## src/rtl/reg_select_encoder.sv

```systemverilog
// reg_select_encoder: turns pending one-hot/multi-hot register requests into 4-bit indices.
// Latency: one cycle from req to idx_valid; back-to-back grants while idx_ready stays high.
// Backpressure: idx/multi hold while idx_valid && !idx_ready; new requests accumulate in pending.
// Optional build macro: REG_SELECT_ROUND_ROBIN_EN (round-robin selection instead of lowest index first).
// Bit mapping: register index i <-> vector bit (15 - i).
module reg_select_encoder (
   input  logic        clk,
   input  logic        rst_n,
   input  logic [15:0] req,
   input  logic        clr,
   output logic [3:0]  idx,
   output logic        idx_valid,
   input  logic        idx_ready,
   output logic        multi,
   output logic [15:0] pending
);

   typedef enum logic {S_IDLE = 1'b0, S_PRESENT = 1'b1} state_t;

   state_t      r_state;
   state_t      w_state_nxt;
   logic [15:0] r_pending;
   logic [3:0]  r_idx;
   logic        r_multi;

   logic [15:0] w_cand;
   logic [15:0] w_sel_mask;
   logic [15:0] w_pend_nxt;
   logic [3:0]  w_sel;
   logic [3:0]  w_ptr;
   logic        w_any;
   logic        w_multi;
   logic        w_hs;
   logic        w_load;

`ifdef REG_SELECT_ROUND_ROBIN_EN
   logic [3:0]  r_ptr;

   // Round-robin pointer: next search starts just past the last granted index.
   always_ff @(posedge clk or negedge rst_n) begin
      if (!rst_n) begin
         r_ptr <= 4'd0;
      end else if (w_load) begin
         r_ptr <= w_sel + 4'd1;
      end
   end

   assign w_ptr = r_ptr;
`else
   // Fixed priority is an upward search that always starts at index 0.
   assign w_ptr = 4'd0;
`endif

   // Candidates: clr discards both the pending vector and this cycle's requests.
   assign w_cand = clr ? 16'h0000 : (r_pending | req);
   assign w_any  = |w_cand;
   // Two or more bits set iff clearing the lowest set bit leaves something behind.
   assign w_multi = |(w_cand & (w_cand - 16'd1));

   assign w_hs   = (r_state == S_PRESENT) && idx_ready;
   assign w_load = w_any && ((r_state == S_IDLE) || w_hs);

   // Select the first candidate found searching upward from the pointer, wrapping 15 -> 0.
   always_comb begin
      logic [3:0] v_j;
      w_sel = 4'd0;
      v_j   = 4'd0;
      for (int k = 15; k >= 0; k--) begin
         v_j = w_ptr + 4'(k);
         if (w_cand[4'd15 - v_j]) begin
            w_sel = v_j;
         end
      end
   end

   assign w_sel_mask = 16'h8000 >> w_sel;
   // The granted bit leaves the pending vector; everything else is retained.
   assign w_pend_nxt = w_load ? (w_cand & ~w_sel_mask) : w_cand;

   // State register.
   always_ff @(posedge clk or negedge rst_n) begin
      if (!rst_n) begin
         r_state <= S_IDLE;
      end else begin
         r_state <= w_state_nxt;
      end
   end

   // Next-state logic: leave PRESENT only on a handshake with nothing left to grant.
   always_comb begin
      w_state_nxt = r_state;
      case (r_state)
         S_IDLE:    if (w_any) w_state_nxt = S_PRESENT;
         S_PRESENT: if (w_hs && !w_any) w_state_nxt = S_IDLE;
         default:   w_state_nxt = S_IDLE;
      endcase
   end

   // Grant and pending registers; idx/multi hold their last value when not reloaded.
   always_ff @(posedge clk or negedge rst_n) begin
      if (!rst_n) begin
         r_idx     <= 4'd0;
         r_multi   <= 1'b0;
         r_pending <= 16'h0000;
      end else begin
         r_pending <= w_pend_nxt;
         if (w_load) begin
            r_idx   <= w_sel;
            r_multi <= w_multi;
         end
      end
   end

   // Outputs are driven directly from registers only.
   always_comb begin
      idx       = r_idx;
      multi     = r_multi;
      pending   = r_pending;
      idx_valid = (r_state == S_PRESENT);
   end

endmodule

```

## config.mk

```make
export PLATFORM = sky130hd
export DESIGN_NAME = reg_select_encoder
export DESIGN_NICKNAME = d
export VERILOG_FILES = /design/src/rtl/reg_select_encoder.sv
export SDC_FILE = /design/constraint.sdc
export NUM_CORES = 1
export LEC_CHECK = 0
export BUFFER_PORTS_ARGS = -buffer_cell sky130_fd_sc_hd__buf_2
export CAP_MARGIN = 20
export CORE_MARGIN = 2
export CORE_UTILIZATION = 54
export DETAILED_ROUTE_END_ITERATION = 7
export GPL_TIMING_DRIVEN = 0
export PLACE_DENSITY = 0.79
export SYNTH_ARGS = -nofsm -noshare
export SYNTH_HDL_FRONTEND = slang
export SYNTH_SLANG_ARGS = --single-unit
```

## constraint.sdc

```tcl
create_clock -name clk -period 6.3 [get_ports clk]
set_clock_uncertainty 0.2 [all_clocks]
set_input_delay 1.26 -clock clk [delete_from_list [all_inputs] [get_ports clk]]
set_output_delay 1.26 -clock clk [all_outputs]
set_load 0.1 [all_outputs]
```

# Word level (Yosys, flattened, before mapping)
# Index checks and enable logic that the tools add are counted.
[word_totals]
register_bits = 22
in_bits = 20
output_inout_bits = 22
elab_cells = 39
[op_classes]
n_addsub = 1
n_shift = 1
n_mux = 21
n_bitwise = 5
reduce_logical = 7
[ops]
columns = ["op", "count"]
rows = [
  ["$mux W4", 16],
  ["$and A16 B16 Y16", 2],
  ["$mux W16", 2],
  ["$reduce_or A16 Y1", 2],
  ["$not A16 Y16", 1],
  ["$or A16 B16 Y16", 1],
  ["$shr A16 B4 Y16 const A", 1],
  ["$sub A16 B1 Y16 const B", 1],
  ["$logic_and A1 B1 Y1", 3],
  ["$mux W1", 2],
  ["$pmux W1 S2", 1],
  ["$logic_not A1 Y1", 1],
  ["$logic_or A1 B1 Y1", 1],
  ["$not A1 Y1", 1],
]

# Depth between registers and ports, before layout
# Gate-level depths: netlist of run 1.
[logic_depth]
depth_word = 22
ltp_mapped = 8
depth_no_buf = 6

# Worst setup path before layout of run 1
# OpenSTA, ideal clock, no wires.
[synth_path]
kind = "input to register"
start = "input req[10]"
end = "register r_pending[2], in the netlist pending[2]"
setup_ps = 144
arrival_time_ps = 2573
required_ps = 5956
path_slack_ps = 3383
stages = 6
path_buffers = 0
cell_sequence = "nor2_1 a21oi_1 nor2_1 and3_1 nor3b_4 a211oi_2"
[synth_via]
elab_chain_len = 12
elab_cells_between_ends = 14
classes_between = "1 x shift; 8 x mux; 3 x bitwise; 2 x reduce/logical"
[synth_lines]
columns = ["element", "line", "source"]
rows = [
  ["start: declaration", "9", "input logic [15:0] req,"],
  ["$or A16 B16 Y16 *", "55", "assign w_cand = clr ? 16'h0000 : (r_pending | req);"],
  ["$mux W16 *", "55", ""],
  ["$mux W4 (6 in series)", "70", "if (w_cand[4'd15 - v_j]) begin"],
  ["$shr A16 B4 Y16", "76", "assign w_sel_mask = 16'h8000 >> w_sel;"],
  ["$not A16 Y16", "78", "assign w_pend_nxt = w_load ? (w_cand & ~w_sel_mask) : w_cand;"],
  ["$and A16 B16 Y16", "78", ""],
  ["$mux W16 *", "78", ""],
  ["named net w_pend_nxt[2]", "28", "logic [15:0] w_pend_nxt;"],
  ["end signal: assignment", "106", "r_pending <= w_pend_nxt;"],
  ["end: declaration", "22", "logic [15:0] r_pending;"],
]
# The timed path passes the listed nets; every way through them passes the cells marked *.
# A chain may end at the register's enable or synchronous reset.

# Worst setup path after layout of run 1
# Same ends and word-level chain as after synthesis.

==> results.toml, run 1 <==
[worst_hold_path]
min-delay-start = "idx[3]"
min_to = "idx[3]"
hold_path_class = "reg2reg"
min_path_cells = 2

[floorplanning]
start_util_pct = 56.3
die-area_um2 = 2960
ios = 42
core_um2 = 2430
die_x_um = 54.4
num_rows = 18
die_h_um = 54.4

[clock_tree]
htree_levels = 1
cts_tree = "done"
cts-root-buf = "clkbuf_4"
clk_pin_slew_ns = 0.13
numCtsBuffers = 3
ctsResizeCount = 0
cts.path.max_buffers = 2
insertion_delay_ns = 0.33
cts_num_sinks = 22
cts_setup_buffers = 0
hold_buffers = 0

[sta]
finalCritPeriodShare_pct = 49.5
slew_headroom_pct = 54.5
worst_pin_slew_ns = 0.677
rsz0062_at_grt = "false"
post-route-min-period_ns = 3.12
hold_slack_ns = 0.318
fin_tns_setup_ns = 0
setup_viol = 0
worst_slack_ns = 3.18
finalMaxSlewViolations = 0
finalHoldViolations = 0
fmaxAchievable_mhz = 320

[route]
post_drt_wl_per_cell_um = 17.1
viasPerCell = 6.30
wl_met1_um = 1620
drc = 0
vias = 1398
wl_met3_um = 293
antenna_left = 0
highest_layer = "met4"
drt_first_pass_iters = 4
drt_iter0_markers = 55
wirelength_um = 3800
wl_met2_um = 1800

[setup_path]
r2r-end = "pending[2]"
cpPeakStageDelay_ns = 0.46
crit_chain = "buf_2 > nor2_1 > a21oi_1 > nor2_1 > and3_1 > nor3b_4 > a211oi_2"
endpoint_kind = "flop"
crit_path_frequent_cell = "nor2_1"
critPathSlowestCell = "nor2_1"
reg2reg_slack_ns = 3.82
startpoint_type = "primary input"
arrival_ns = 3.12
cp_max_fo = 8
rr_startpoint = "pending[10]"
r2r_cells = 6
worstSetupPathType = "in2reg"
required_ns = 6.30

[cells_and_area]
final_area_um2 = 1650
drive_above_1_share_pct = 34.4
antennaDiodeCount = 0
fin_nets = 213
syn2layout_area_growth_pct = 20.4
fillers = 205

[synth]
synthMuxAreaShare_pct = 1.46
synth_xor_area_share_pct = 0
netlist.area_leader.share_pct = 40.2
ys_async_sr_fraction_pct = 100
syn_inst = 147
synth_top_area_cell = "dfrtp_1"
ys_types = 43
synth_edf_count = 0
ys.flop_type = "dfrtp_1"
synth_area_um2 = 1370
synth-adder-area-share_pct = 0
syn-num-nets = 167
seq_area_frac_synth_pct = 40.2
synth_compound_area_share_pct = 29.8
ys_top_cells_by_count = "nor2_1, dfrtp_1, a21oi_1, a211oi_1, nor3_1"
synth_area_leaders = "dfrtp_1, nor2_1, a21oi_1"
yosysWarnings = 0
synthSimpleGateAreaFrac_pct = 26.4
synth.avg_cell_area_um2 = 9.32
yosysMostFrequentCell = "nor2_1"
ys_seq_elements = 22
synth_top_family_by_area = "compound AO/OA/AOI/OAI gates"

[placement]
gp_congestion = 0.877
placed_area_um2 = 1610
dp_hpwl_um = 2950
io_buffers = 41
dp_slack_ns = 2.90

[global_routing]
grt_max_degree = 23
grt_overflow = 0
grt_pass1_wl_um = 6140
antenna_found_initial = 0
grt_usage_pct = 29.3
grt_pass1_vias = 1332

[pwr]
switching_share_pct = 46.1
pwr-share-comb_pct = 41.3
p_int_uw = 224
p_seq_share_pct = 38.8
power_density_nw_per_um2 = 252
p_leak_nw = 0.731
irDropWorstVdd_mv = 0.183
power_frac_clock_pct = 19.9
finalPower_uw = 415
switchingPower_uw = 191

[run]
cap_violations = 0

[status]
status = "completed"
==> state kept, by name, indices dropped and copies added, names as in the netlist <==
name / cells
idx: 4
idx_valid: 1
pending: 16
multi: 1
==> cells by family (layout without fill, tap and decap cells) <==
group | after synthesis | after routing
multiplexers | 2 | 2
buffers and inverters | 7 | 52
flip-flops | 22 | 22
AO/OA/AOI/OAI | 56 | 56
AND/OR/NAND/NOR | 60 | 60
==> power groups by stage <==
stage | Sequential [mW] | Combinational (mW) | Clock [mW]
floorplan | 0.243 | 0.0517 | 0
global placement | 0.163 | 0.168 | 0
detailed placement | 0.164 | 0.170 | 0
CTS | 0.161 | 0.170 | 0.0810
global route | 0.163 | 0.181 | 0.0869
finish | 0.161 | 0.171 | 0.0826
==> critical path, delay by kind of cell <==
family,cells,cell delay [ns]
AO/OA/AOI/OAI,2,0.30
buffers and inverters,1,0.09
AND/OR/NAND/NOR,4,1.46
==> worst max path at each step <==
stage                        from         end  cells after the start  slack, ns
after floorplan           req[10]  pending[2]                      6       3.38
after global placement    req[10]  pending[1]                      7       2.92
after detailed placement  req[10]  pending[2]                      7       2.90
after CTS                 req[10]  pending[2]                      7       3.23
after global routing      req[10]  pending[2]                      7       3.00
final                     req[10]  pending[2]                      7       3.18
==> cells in the final DEF (no fill, tap or decap), drive strengths merged, types with 2 or more instances in the layout <==
cell	synthesis	routed
nand3	2	2
dfrtp	22	22
nand2b	2	2
nor2b	2	2
nor3	6	6
a21o	2	2
o21ai	3	3
nor4	6	6
and2	2	2
inv	2	2
o21bai	3	3
o31ai	3	3
a211oi	14	14
clkbuf	1	5
nor3b	2	2
nor2	33	33
a31oi	2	2
mux2i	2	2
o32ai	2	2
buf	4	45
a21oi	17	17
==> per-stage QoR <==
stage                     cells  utilization (%)
final                       222             67.8
after CTS                   222             67.8
after detailed placement    218             66.3
after floorplan             147                -
after global placement      218             66.3
after global routing        222             67.8
==> routing by layer <==
layer	vias to the layer above	GRT usage, %
met3	11	3.83
met1	652	37.7
li1	657	-
met5	-	0
met2	78	49.4
met4	0	11.7
==> cell type report <==
type                    count  area (µm²)  share of cell area [%]
multi-input cells         118         790                    47.9
plain buffers               5        22.5                    1.37
repair buffers             41         205                    12.4
well taps                  30        37.5                    2.28
clock buffers               4        36.3                    2.20
inverters                   2        7.51                   0.455
flip-flops and latches     22         551                    33.4
(Power assumes the default switching activity.)
==> run 2: changes to the inputs <==
Settings changed: ABC_AREA set to 1, CORE_UTILIZATION 54 to 51, PLACE_DENSITY 0.79 to 0.75.
Clock period 6.3 ns to 3.01 ns, I/O delays scaled along.
==> run 2 against run 1 <==
Against the previous run: cell count grew 22%; clock-buffer cell count shrank 1; synthesized area grew 6.7%; global-route usage shrank 6.7 points; first-iteration DRC count grew 16%; sequential power grew 110%; combinational power grew 120%; die area grew 12%; non-clock buffer count shrank 4; final area grew 4.5%; worst setup slack lost 2.4 ns; largest cell class unchanged.
==> results.toml, run 2 <==
[route]
post_drt_wl_per_cell_um = 12.5
antenna_left = 0
wirelength_um = 3400
vias = 1413
drt_iter0_markers = 64
drt_first_pass_iters = 4
drc = 0
viasPerCell = 5.21

[cells_and_area]
fin_cells = 271
fin_nets = 262
final_area_um2 = 1720
final_cell_mix = "buf_2, nor2_1, nand2_1, inv_1, dfrtp_1"
antennaDiodeCount = 0
fillers = 265
mostFrequentLayoutCell = "buf_2"
largest_reg_flops = 16
syn2layout_area_growth_pct = 17.9
drive_above_1_share_pct = 34.6

[floorplanning]
num_rows = 19
start_util_pct = 53.5
die_h_um = 57.5
core_um2 = 2730
die-area_um2 = 3310
die_x_um = 57.5
ios = 42

[placement]
gp_congestion = 0.912
io_buffers = 40
dp_cells = 268
dp_hpwl_um = 2760
placed_area_um2 = 1700

[synth]
synth_top_area_cell = "dfrtp_1"
ys_types = 28
synth.avg_cell_area_um2 = 7.42
yosysWarnings = 0
ys.flop_type = "dfrtp_1"
synth_area_um2 = 1460
synth_area_leaders = "dfrtp_1, nor2_1, nand2_1"
ys_async_sr_fraction_pct = 100
synth_edf_count = 0
syn-num-nets = 217
seq_area_frac_synth_pct = 37.7
ys_top_cells_by_count = "nor2_1, nand2_1, inv_1, dfrtp_1, o21ai_0"
syn_inst = 197
netlist.area_leader.share_pct = 37.7
ys_seq_elements = 22
yosysMostFrequentCell = "nor2_1"

[sta]
fmaxAchievable_mhz = 445
slew_headroom_pct = 67.0
finalMaxSlewViolations = 0
setup_viol = 0
fin_tns_setup_ns = 0
worst_pin_slew_ns = 0.495
hold_slack_ns = 0.0412
rsz0062_at_grt = "false"
finalHoldViolations = 0
finalCritPeriodShare_pct = 74.7
post-route-min-period_ns = 2.25

[setup_path]
arrival_ns = 2.25
startpoint_type = "primary input"
r2r_cells = 18
required_ns = 3.01
endpoint_kind = "flop"
worstSetupPathType = "in2reg"
cp_max_fo = 3

[clock_tree]
insertion_delay_ns = 0.31
ctsResizeCount = 0
cts_setup_buffers = 0
cts_num_sinks = 22
hold_buffers = 0
cts-root-buf = "clkbuf_4"
numCtsBuffers = 3
cts.path.max_buffers = 2
cts_tree = "done"
clk_pin_slew_ns = 0.12
htree_levels = 1

[pwr]
finalPower_uw = 834
p_leak_nw = 0.961
power_density_nw_per_um2 = 484
irDropWorstVdd_mv = 0.374

[global_routing]
grt_pass1_wl_um = 5810
antenna_found_initial = 0
grt_usage_pct = 22.6
grt_overflow = 0
grt_max_degree = 23
grt_pass1_vias = 1326

[worst_hold_path]
hold_path_class = "in2async"

[run]
cap_violations = 0

[status]
status = "completed"
==> run 2: changes by cell type in the layout (fill, tap and decap cells not counted), sizes merged, moves of 5 or more <==
cell / previous run / this run
nor2: 33 / 41
nand2: 1 / 37
nand4: 0 / 8
o21ai: 3 / 26
a21oi: 17 / 8
nor3: 6 / 1
nor4: 6 / 1
inv: 2 / 40
a211oi: 14 / 0
==> run 2: layout make-up <==
cell class / count / area [µm²] / area share, %
inverter: 41 / 161 / 9.37
timing repair buffer: 40 / 200 / 11.6
buffer: 2 / 26.3 / 1.53
tap: 31 / 38.8 / 2.25
clock buffer: 3 / 22.5 / 1.31
sequential: 22 / 551 / 32.0
multi-input combinational: 132 / 723 / 42.0
==> run 2: final timing paths <==
| path | start | endpoint | slack (ns) |
|---|---|---|---|
| max reg2reg | pending[1] | pending[2] | 0.77 |
| max in group asynchronous | rst_n | idx[2] | 2.23 |
| min | rst_n | pending[0] | 0.04 |
| max | req[1] | pending[2] | 0.76 |
| min in group clk | idx[1] | idx[1] | 0.30 |
| min reg2reg | idx[1] | idx[1] | 0.30 |
==> run 2: report_power, final <==
group          leakage [nW]  total, mW  internal, mW  switching [mW]
Combinational         0.678      0.371        0.0746           0.296
Sequential            0.270      0.331         0.318          0.0131
Clock                0.0138      0.133        0.0468          0.0860
Total                 0.961      0.834         0.439           0.395
==> run 2: routing by layer <==
metal  GRT usage, %  vias to the layer above  routed length, µm
met5              0                        -                  0
met4           8.31                        0                 90
met3           2.95                       11                174
met2           37.0                       47               1630
met1           30.5                      635               1500
li1               -                      720                  -
==> run 2: metrics by stage <==
stage / utilization [%] / setup WS (ns)
3_5_place_dp: 62.2 / 0.445
6_report: 63.0 / 0.762
3_3_place_gp: 62.2 / 0.448
2_1_floorplan: - / 0.518
5_1_grt: 63.0 / 0.546
4_1_cts: 63.0 / 0.772
==> run 2: kinds of logic (layout without fill, tap and decap cells) <==
group,Yosys count,count (layout),share of synthesized area (%)
AOI/OAI and AO/OA,38,38,19.3
buffers and inverters,43,86,12.8
DFF,22,22,37.7
and+or+nand+nor,94,94,30.2
==> run 2: worst max-delay path, cell delays in order <==
cell,delay [ns]
buf_2,0.09
nor2_1,0.24
nand3_1,0.12
nand2_1,0.08
nand2_1,0.05
nand2_1,0.05
nand2_1,0.05
nand2_1,0.05
nand2_1,0.08
nand2_1,0.07
nand2_1,0.05
nand2_1,0.05
nand2_1,0.05
nand2_2,0.07
nand2_1,0.09
nand2_1,0.13
nand4_1,0.15
nor2_1,0.13
nor2_1,0.04
